[src/rtl/dmem_arbiter_pkg.sv]
// dmem_arbiter_pkg: state encodings, port ids and size constants shared by
// the data-memory arbiter and its round-robin picker.
package dmem_arbiter_pkg;

    typedef logic [1:0] state_t;

    localparam state_t IDLE  = 2'd0;
    localparam state_t ISSUE = 2'd1;
    localparam state_t WAIT  = 2'd2;

    localparam logic PORT_CPU    = 1'b0;
    localparam logic PORT_LOADER = 1'b1;

    localparam logic [1:0] SIZE_WORD = 2'b11;

endpackage

[src/rtl/dmem_arbiter_rr_arbiter2.sv]
// rr_arbiter2: combinational two-requester round-robin picker; on a tie the
// port that did not win last time is chosen.
module rr_arbiter2
    import dmem_arbiter_pkg::*;
(
    input  logic req0_i,
    input  logic req1_i,
    input  logic rr_last_i,
    output logic valid_o,
    output logic winner_o
);

    assign valid_o  = req0_i | req1_i;
    assign winner_o = (req0_i & req1_i) ? ~rr_last_i : (req1_i ? PORT_LOADER : PORT_CPU);

endmodule

[src/rtl/dmem_arbiter.sv]
// dmem_arbiter: shares the single data_memory port between the CPU load/store
// path (port 0) and the loader/debug path (port 1), one transaction at a time.
module dmem_arbiter
    import dmem_arbiter_pkg::*;
#(
    parameter int ADDR_W       = 32,
    parameter int DATA_W       = 32,
    parameter int READ_LATENCY = 1
) (
    input  logic              clock,
    input  logic              reset,
    input  logic              p0_req,
    input  logic              p0_we,
    input  logic [ADDR_W-1:0] p0_addr,
    input  logic [DATA_W-1:0] p0_wdata,
    input  logic [1:0]        p0_size,
    output logic              p0_ack,
    output logic [DATA_W-1:0] p0_rdata,
    input  logic              p1_req,
    input  logic              p1_we,
    input  logic [ADDR_W-1:0] p1_addr,
    input  logic [DATA_W-1:0] p1_wdata,
    input  logic [1:0]        p1_size,
    output logic              p1_ack,
    output logic [DATA_W-1:0] p1_rdata,
    output logic [ADDR_W-1:0] mem_addr,
    output logic [DATA_W-1:0] mem_wdata,
    output logic              mem_re,
    output logic              mem_we,
    output logic [1:0]        mem_size,
    input  logic [DATA_W-1:0] mem_rdata
);

    state_t            state_q, state_d;
    logic              rr_last_q, rr_last_d;
    logic              win_q, win_d;
    logic              we_q, we_d;
    logic [ADDR_W-1:0] addr_q, addr_d;
    logic [DATA_W-1:0] wdata_q, wdata_d;
    logic [1:0]        size_q, size_d;
    logic [2:0]        cnt_q, cnt_d;
    logic              re_q, re_d;
    logic              wstb_q, wstb_d;
    logic              ack0_q, ack0_d;
    logic              ack1_q, ack1_d;
    logic [DATA_W-1:0] rdata0_q, rdata0_d;
    logic [DATA_W-1:0] rdata1_q, rdata1_d;
    logic              grant_valid;
    logic              grant;

    rr_arbiter2 u_rr (
        .req0_i   (p0_req),
        .req1_i   (p1_req),
        .rr_last_i(rr_last_q),
        .valid_o  (grant_valid),
        .winner_o (grant)
    );

    always_comb begin
        state_d   = state_q;
        rr_last_d = rr_last_q;
        win_d     = win_q;
        we_d      = we_q;
        addr_d    = addr_q;
        wdata_d   = wdata_q;
        size_d    = size_q;
        cnt_d     = cnt_q;
        rdata0_d  = rdata0_q;
        rdata1_d  = rdata1_q;
        re_d      = 1'b0;
        wstb_d    = 1'b0;
        ack0_d    = 1'b0;
        ack1_d    = 1'b0;
        case (state_q)
            IDLE: begin
                if (grant_valid) begin
                    win_d     = grant;
                    rr_last_d = grant;
                    we_d      = grant ? p1_we : p0_we;
                    addr_d    = grant ? p1_addr : p0_addr;
                    size_d    = grant ? p1_size : p0_size;
                    wdata_d   = we_d ? (grant ? p1_wdata : p0_wdata) : '0;
                    re_d      = ~we_d;
                    wstb_d    = we_d;
                    state_d   = ISSUE;
                end
            end
            ISSUE: begin
                cnt_d   = 3'(READ_LATENCY - 1);
                ack0_d  = we_q & (win_q == PORT_CPU);
                ack1_d  = we_q & (win_q == PORT_LOADER);
                state_d = we_q ? IDLE : WAIT;
            end
            WAIT: begin
                cnt_d = (cnt_q == '0) ? cnt_q : cnt_q - 3'd1;
                if (cnt_q == '0) begin
                    ack0_d   = win_q == PORT_CPU;
                    ack1_d   = win_q == PORT_LOADER;
                    rdata0_d = (win_q == PORT_CPU) ? mem_rdata : rdata0_q;
                    rdata1_d = (win_q == PORT_LOADER) ? mem_rdata : rdata1_q;
                    state_d  = IDLE;
                end
            end
            default: state_d = IDLE;
        endcase
    end

    // rr_last resets to the loader so the CPU wins the first tie
    always_ff @(posedge clock) begin
        if (!reset) begin
            state_q   <= IDLE;
            rr_last_q <= PORT_LOADER;
            win_q     <= PORT_CPU;
            we_q      <= 1'b0;
            addr_q    <= '0;
            wdata_q   <= '0;
            size_q    <= '0;
            cnt_q     <= '0;
            re_q      <= 1'b0;
            wstb_q    <= 1'b0;
            ack0_q    <= 1'b0;
            ack1_q    <= 1'b0;
            rdata0_q  <= '0;
            rdata1_q  <= '0;
        end else begin
            state_q   <= state_d;
            rr_last_q <= rr_last_d;
            win_q     <= win_d;
            we_q      <= we_d;
            addr_q    <= addr_d;
            wdata_q   <= wdata_d;
            size_q    <= size_d;
            cnt_q     <= cnt_d;
            re_q      <= re_d;
            wstb_q    <= wstb_d;
            ack0_q    <= ack0_d;
            ack1_q    <= ack1_d;
            rdata0_q  <= rdata0_d;
            rdata1_q  <= rdata1_d;
        end
    end

    assign p0_ack    = ack0_q;
    assign p1_ack    = ack1_q;
    assign p0_rdata  = rdata0_q;
    assign p1_rdata  = rdata1_q;
    assign mem_addr  = addr_q;
    assign mem_wdata = wdata_q;
    assign mem_size  = size_q;
    assign mem_re    = re_q;
    assign mem_we    = wstb_q;

endmodule

[config.mk]
export PLATFORM = sky130hd
export DESIGN_NAME = dmem_arbiter
export DESIGN_NICKNAME = d
export VERILOG_FILES = /design/src/rtl/dmem_arbiter_pkg.sv /design/src/rtl/dmem_arbiter_rr_arbiter2.sv /design/src/rtl/dmem_arbiter.sv
export SDC_FILE = /design/constraint.sdc
export NUM_CORES = 1
export LEC_CHECK = 0
export CAP_MARGIN = 40
export CORE_MARGIN = 2
export CORE_UTILIZATION = 33
export CTS_CLUSTER_SIZE = 8
export DETAILED_ROUTE_END_ITERATION = 8
export GPL_ROUTABILITY_DRIVEN = 1
export GPL_TIMING_DRIVEN = 1
export PLACE_DENSITY = 0.77
export SYNTH_ARGS = -nofsm -noshare
export SYNTH_HDL_FRONTEND = slang
export SYNTH_SLANG_ARGS = --single-unit
[constraint.sdc]
create_clock -name clock -period 2.29 [get_ports clock]
set_clock_uncertainty 0.1 [all_clocks]
set_input_delay 0.687 -clock clock [delete_from_list [all_inputs] [get_ports clock]]
set_output_delay 0.687 -clock clock [all_outputs]
set_load 0.02 [all_outputs]
==> results of run 1 <==
==> worst max-delay path by stage <==
stage | start | endpoint | slack, ns | depth (start not counted)
floorplan | cnt_q[0] | cnt_q[2] | 0.70 | 7
global placement | p1_req | mem_addr[15] | -0.004 | 7
detailed placement | p1_req | mem_addr[23] | -0.02 | 7
CTS | mem_addr[8] | mem_addr[8] | 0.03 | 1
global route | mem_addr[8] | mem_addr[8] | 0.02 | 1
finish | mem_addr[8] | mem_addr[8] | 0.08 | 1
==> through the flow <==
step	std cells	setup TNS, ns	hold WS, ns	cell area (um^2)
6_report	1176	0	0.349	9590
5_1_grt	1176	0	0.368	9590
4_1_cts	1175	0	0.352	9580
3_5_place_dp	1143	-0.0749	0.344	8950
3_3_place_gp	1143	-0.0138	0.340	8950
2_1_floorplan	652	0	0.338	5650
==> report_power, final <==
group          switching (mW)  total (mW)  internal, mW
clock                    1.14        2.98          1.84
sequential             0.0889        2.73          2.64
combinational           0.658        1.39         0.732
==> synth_stat cells (2+ instances only) <==
cell type,count
nand2_1,203
dfxtp_1,142
a21boi_1,58
a31oi_1,34
o21ai_0,33
and3_1,31
a221o_1,30
clkbuf_1,24
buf_2,18
a21boi_0,8
inv_1,8
nand3_1,8
nor2_1,8
o21ai_1,7
buf_6,6
ha_1,6
nor2b_1,4
a22oi_1,3
buf_4,3
mux2i_1,3
a21oi_1,2
==> kinds of logic (layout without fill, tap and decap cells) <==
group / Yosys count / in the layout / share of synthesized area [%]
adder cells (fa/ha/maj): 6 / 6 / 1.33
AO/OA/AOI/OAI: 180 / 180 / 22.8
other: 0 / 1 / 0
buffers and inverters: 59 / 362 / 5.31
multiplexers: 3 / 3 / 0.531
flip-flops: 142 / 142 / 50.3
AND/OR/NAND/NOR: 262 / 262 / 19.7
==> state kept, by name, summed over array words and instances, names as in the netlist <==
register and cells:
p0_rdata 32, cnt_q 3, state_q 2, mem_wdata 32
p1_rdata 32, mem_we 1, p0_ack 1, rr_last_q 1
mem_addr 32, we_q 1, win_q 1, mem_re 1
p1_ack 1, mem_size 2
==> cell type report <==
type,instances,share of cell area [%]
Timing Repair Buffer,322,34.1
Sequential cell,142,29.7
Multi-Input combinational cell,451,26.4
Clock buffer,17,4.44
Tap cell,220,2.87
Clock inverter,15,2.18
Inverter,8,0.313
Antenna cell,1,0.0261
==> layer usage <==
| layer | wire (um) | vias to the layer above | GRT usage (%) |
|---|---|---|---|
| met5 | 0 | - | 0 |
| met3 | 1850 | 42 | 8.15 |
| met1 | 7480 | 2650 | 23.4 |
| li1 | - | 2842 | - |
| met4 | 589 | 0 | 9.24 |
| met2 | 8600 | 268 | 32.5 |
==> reports/qor.csv, run 1 <==
metric,value,unit
num_rows,47,
numCtsBuffers,17,
setup.worst_path.start_class,flop,
die_x,135,um
die_y,135,um
seq_area,2840,um^2
finalCriticalPeriod,2.21,ns
worstPathCellList,clkdlybuf4s50_1,
routed_wirelength,18.5,mm
final_util,57.6,%
synth_ff_type,dfxtp_1,
hold_start,p0_rdata[29],
maxCapViolations,0,
initial_utilization,34.0,%
layout-drive-gt1-share,6.39,%
synth_top_area_share,50.3,%
async_reset_ff_share,0,%
critPathCaptureType,output pin,
num_io_pins,304,
hpwl,12.9,mm
insertion_delay,0.42,ns
wl_per_cell,15.8,um
syn_inst,652,
worstHoldEndpoint,p0_rdata[29],
clk_pin_slew,0.06,ns
synth_edf_count,0,
num-fill-cells,1516,
post-place-ws,-0.0247,ns
r2r_cells,6,
syn_area,5650,um^2
period_share,96.4,%
syn_area_per_cell,8.67,um^2
worstPathMaxFanout,2,
leakage,3.65,nW
ys_seq_area_share,50.3,%
rsz0062_at_grt,no,
place_congestion,0.793,
final_common_cell,clkdlybuf4s50_1,
setup_ws,0.0829,ns
grt_pass1_wl,28.7,mm
setup_viol,0,
clock_sinks,142,
drc,0,
multi_input_comb_area,2530,um^2
cts-resized-gates,0,
total_power,7.10,mW
track_usage,20.1,%
synth_top_cell_by_area,dfxtp_1,
cpLargestDelayFamily,buffers and inverters,
worst_pin_slew,0.421,ns
cp_data_required_time,1.50,ns
p_per_area,740,nW/um^2
grt-ovfl-total,0,
synthTopCellsByArea,"dfxtp_1 (50%), nand2_1 (13%), a21boi_1 (7.7%)",
path_class,reg2out,
slew_headroom,71.9,%
synth.distinct_cells,34,
drtIter0Drc,368,
hold_buffers,0,
grt_max_degree,62,
vias,5802,
syn_to_final_growth,69.6,%
reg2reg_to,mem_wdata[30],
synth_fp_nets,828,
ys_ff_latch,142,
coreArea,16600,um^2
fmaxAchievable,453,MHz
dieArea,18200,um^2
post_cts_buffers,0,
grt_pass1_vias,5478,
clk_path_buf_depth,2,
cp_num_buf_inv,1,
num-nets-final,1118,
r2r-start,state_q[0],
cts_root_buf,clkbuf_16,
critPathArrivalTime,1.42,ns
slew_viol_final,0,
irDropWorstVdd,0.515,mV
ant_nets,0,
status,finished clean,
first_pass_iters,4,
mostFrequentLayoutCells,"clkdlybuf4s50_1 (302), nand2_1 (203), dfxtp_1 (142)",
synth_warnings,0,
holdPathStages,2,
hold_viol,0,
grt_antenna_before_repair,1,
portBuffers,303,
critPathSlowestCell,clkdlybuf4s50_1,
cp_slowest_stage_delay,0.64,ns
reg2reg_slack,0.40,ns
cts_tree,done,
min_path_type,reg2reg,
via_per_inst,4.93,
htree_levels,4,
(Power assumes the default switching activity.)
==> run 2, diff against run 1 <==
--- a/config.mk
+++ b/config.mk
@@ -13,6 +13,8 @@
 export GPL_ROUTABILITY_DRIVEN = 1
 export GPL_TIMING_DRIVEN = 1
 export PLACE_DENSITY = 0.77
+export SLEW_MARGIN = 20
 export SYNTH_ARGS = -nofsm -noshare
 export SYNTH_HDL_FRONTEND = slang
 export SYNTH_SLANG_ARGS = --single-unit
+export TNS_END_PERCENT = 5
==> results of run 2 <==
Same layout as run 1: the final DEF is identical, and so are final timing and power.
==> run 3, diff against run 2 <==
--- a/config.mk
+++ b/config.mk
@@ -16,5 +16,6 @@
 export SLEW_MARGIN = 20
 export SYNTH_ARGS = -nofsm -noshare
 export SYNTH_HDL_FRONTEND = slang
+export SYNTH_HIERARCHICAL = 1
 export SYNTH_SLANG_ARGS = --single-unit
 export TNS_END_PERCENT = 5
==> reports/qor.csv, run 3 <==
metric,value,unit
syn_area,5620,um^2
cpLargestDelayFamily,buffers and inverters,
critPathArrivalTime,1.41,ns
coreArea,16600,um^2
drtIter0Drc,196,
synth_warnings,6,
cts_tree,done,
numCtsBuffers,17,
final_cells,1168,
synth_common_cells,"nand2_1 (167), dfxtp_1 (142), a21oi_1 (70)",
place_congestion,0.760,
htree_levels,4,
leakage,3.53,nW
num-nets-final,1111,
final_util,57.5,%
hold_buffers,0,
insertion_delay,0.42,ns
layout-drive-gt1-share,8.12,%
endpoint,mem_addr[29],
syn_area_per_cell,8.82,um^2
clk_path_buf_depth,2,
post_cts_buffers,0,
die_y,134,um
worst_pin_slew,0.509,ns
ys_seq_area_share,50.6,%
synth.distinct_cells,28,
cp_num_buf_inv,1,
irDropWorstVdd,0.480,mV
final_common_cell,clkdlybuf4s50_1,
startpoint,mem_addr[29],
rsz0062_at_grt,no,
placed_cells,1136,
setup.worst_path.start_class,flop,
critPathCaptureType,output pin,
worstPathCellList,clkdlybuf4s50_1,
cts_root_buf,clkbuf_16,
syn_inst,637,
fmaxAchievable,455,MHz
mostFrequentLayoutCells,"clkdlybuf4s50_1 (303), nand2_1 (167), dfxtp_1 (142)",
ant_nets,0,
setup_viol,0,
first_pass_iters,4,
num-fill-cells,1515,
clk_pin_slew,0.06,ns
num_rows,47,
grt_pass1_vias,5353,
min_path_type,reg2reg,
grt_antenna_before_repair,0,
track_usage,18.8,%
synth_edf_count,0,
dieArea,18100,um^2
portBuffers,303,
hold_viol,0,
cp_slowest_stage_delay,0.66,ns
period_share,95.9,%
ys_ff_latch,142,
r2r-start,cnt_q[0],
p_per_area,724,nW/um^2
grt_pass1_wl,26.9,mm
path_class,reg2out,
vias,5474,
cp_data_required_time,1.50,ns
cts-resized-gates,0,
syn_to_final_growth,70.3,%
die_x,134,um
initial_utilization,33.8,%
reg2reg_slack,0.44,ns
routed_wirelength,17.0,mm
synth_top_cell_by_area,dfxtp_1,
n_antenna_cell,0,
via_per_inst,4.69,
reg2reg_to,cnt_q[2],
synthTopCellsByArea,"dfxtp_1 (51%), mux2i_1 (12%), nand2_1 (11%)",
slew_viol_final,0,
finalCriticalPeriod,2.20,ns
synth.most_common_cell,nand2_1,
clock_sinks,142,
maxCapViolations,0,
wl_per_cell,14.5,um
grt_max_degree,105,
synth_ff_type,dfxtp_1,
drc,0,
grt-ovfl-total,0,
status,finished clean,
async_reset_ff_share,0,%
worstPathMaxFanout,2,
r2r_cells,6,
critPathSlowestCell,clkdlybuf4s50_1,
hpwl,12.5,mm
num_io_pins,304,
crit_cells,1,
synth_fp_nets,813,
slew_headroom,66.0,%
synth_top_area_share,50.6,%
-- run 3: changes by cell type after synthesis, moves of 34 or more --
| cell | change |
|---|---|
| a211oi_1 | +34 |
| a21boi_1 | -56 |
| a21oi_1 | +68 |
| a31oi_1 | -34 |
| mux2i_1 | +64 |
| nand2_1 | -36 |
-- run 3: worst min-delay path by stage --
stage	depth (start not counted)	endpoint	slack, ns	startpoint
2_1_floorplan	2	we_q	0.33	we_q
3_3_place_gp	2	mem_wdata[25]	0.33	mem_wdata[25]
3_5_place_dp	2	mem_wdata[21]	0.34	mem_wdata[21]
4_1_cts	2	mem_wdata[21]	0.35	mem_wdata[21]
5_1_grt	2	mem_wdata[21]	0.37	mem_wdata[21]
6_report	2	mem_wdata[21]	0.34	mem_wdata[21]
-- run 3: cell type report --
| cell class | instances | area, um^2 | share of cell area, % |
|---|---|---|---|
| clock buffer | 18 | 429 | 4.48 |
| clock inverter | 14 | 158 | 1.65 |
| inverter | 9 | 33.8 | 0.353 |
| multi-input combinational | 438 | 2530 | 26.4 |
| sequential | 142 | 2840 | 29.7 |
| tap | 220 | 275 | 2.88 |
| timing repair buffer | 327 | 3300 | 34.5 |
-- run 3: cell families (layout without fill, tap and decap cells) --
logic type | Yosys count | in the layout | share of synthesized area, %
multiplexers | 67 | 67 | 11.9
adder cells (fa/ha/maj) | 6 | 6 | 1.34
flip-flops | 142 | 142 | 50.6
AND/OR/NAND/NOR | 220 | 220 | 15.6
buffers and inverters | 57 | 368 | 4.68
AO/OA/AOI/OAI | 145 | 145 | 15.9
-- run 3: layer usage --
metal,global-route usage (%),routed length [um]
met5,0,0
met4,7.31,400
met3,7.51,1570
met2,31.0,8040
met1,22.0,6950
-- run 3: metrics by stage --
| step | total power [mW] | hold WS (ns) | TNS (ns) | instance area [um^2] | setup slack (ns) |
|---|---|---|---|---|---|
| finish | 6.93 | 0.344 | 0 | 9570 | 0.0928 |
| detailed placement | 4.25 | 0.341 | -5.52 | 8980 | -0.169 |
| floorplan | 3.45 | 0.326 | 0 | 5620 | 0.380 |
| global route | 7.24 | 0.366 | 0 | 9570 | 0.0265 |
| CTS | 7.01 | 0.348 | 0 | 9570 | 0.0616 |
| global placement | 4.23 | 0.335 | -4.32 | 8980 | -0.136 |
-- run 3: report_power, final --
part           total, mW  switching, mW  internal [mW]  leakage, nW
logic               1.46          0.684          0.773         2.09
clock network       2.75           1.12           1.63        0.284
registers           2.73         0.0877           2.64         1.16
total               6.93           1.89           5.04         3.53
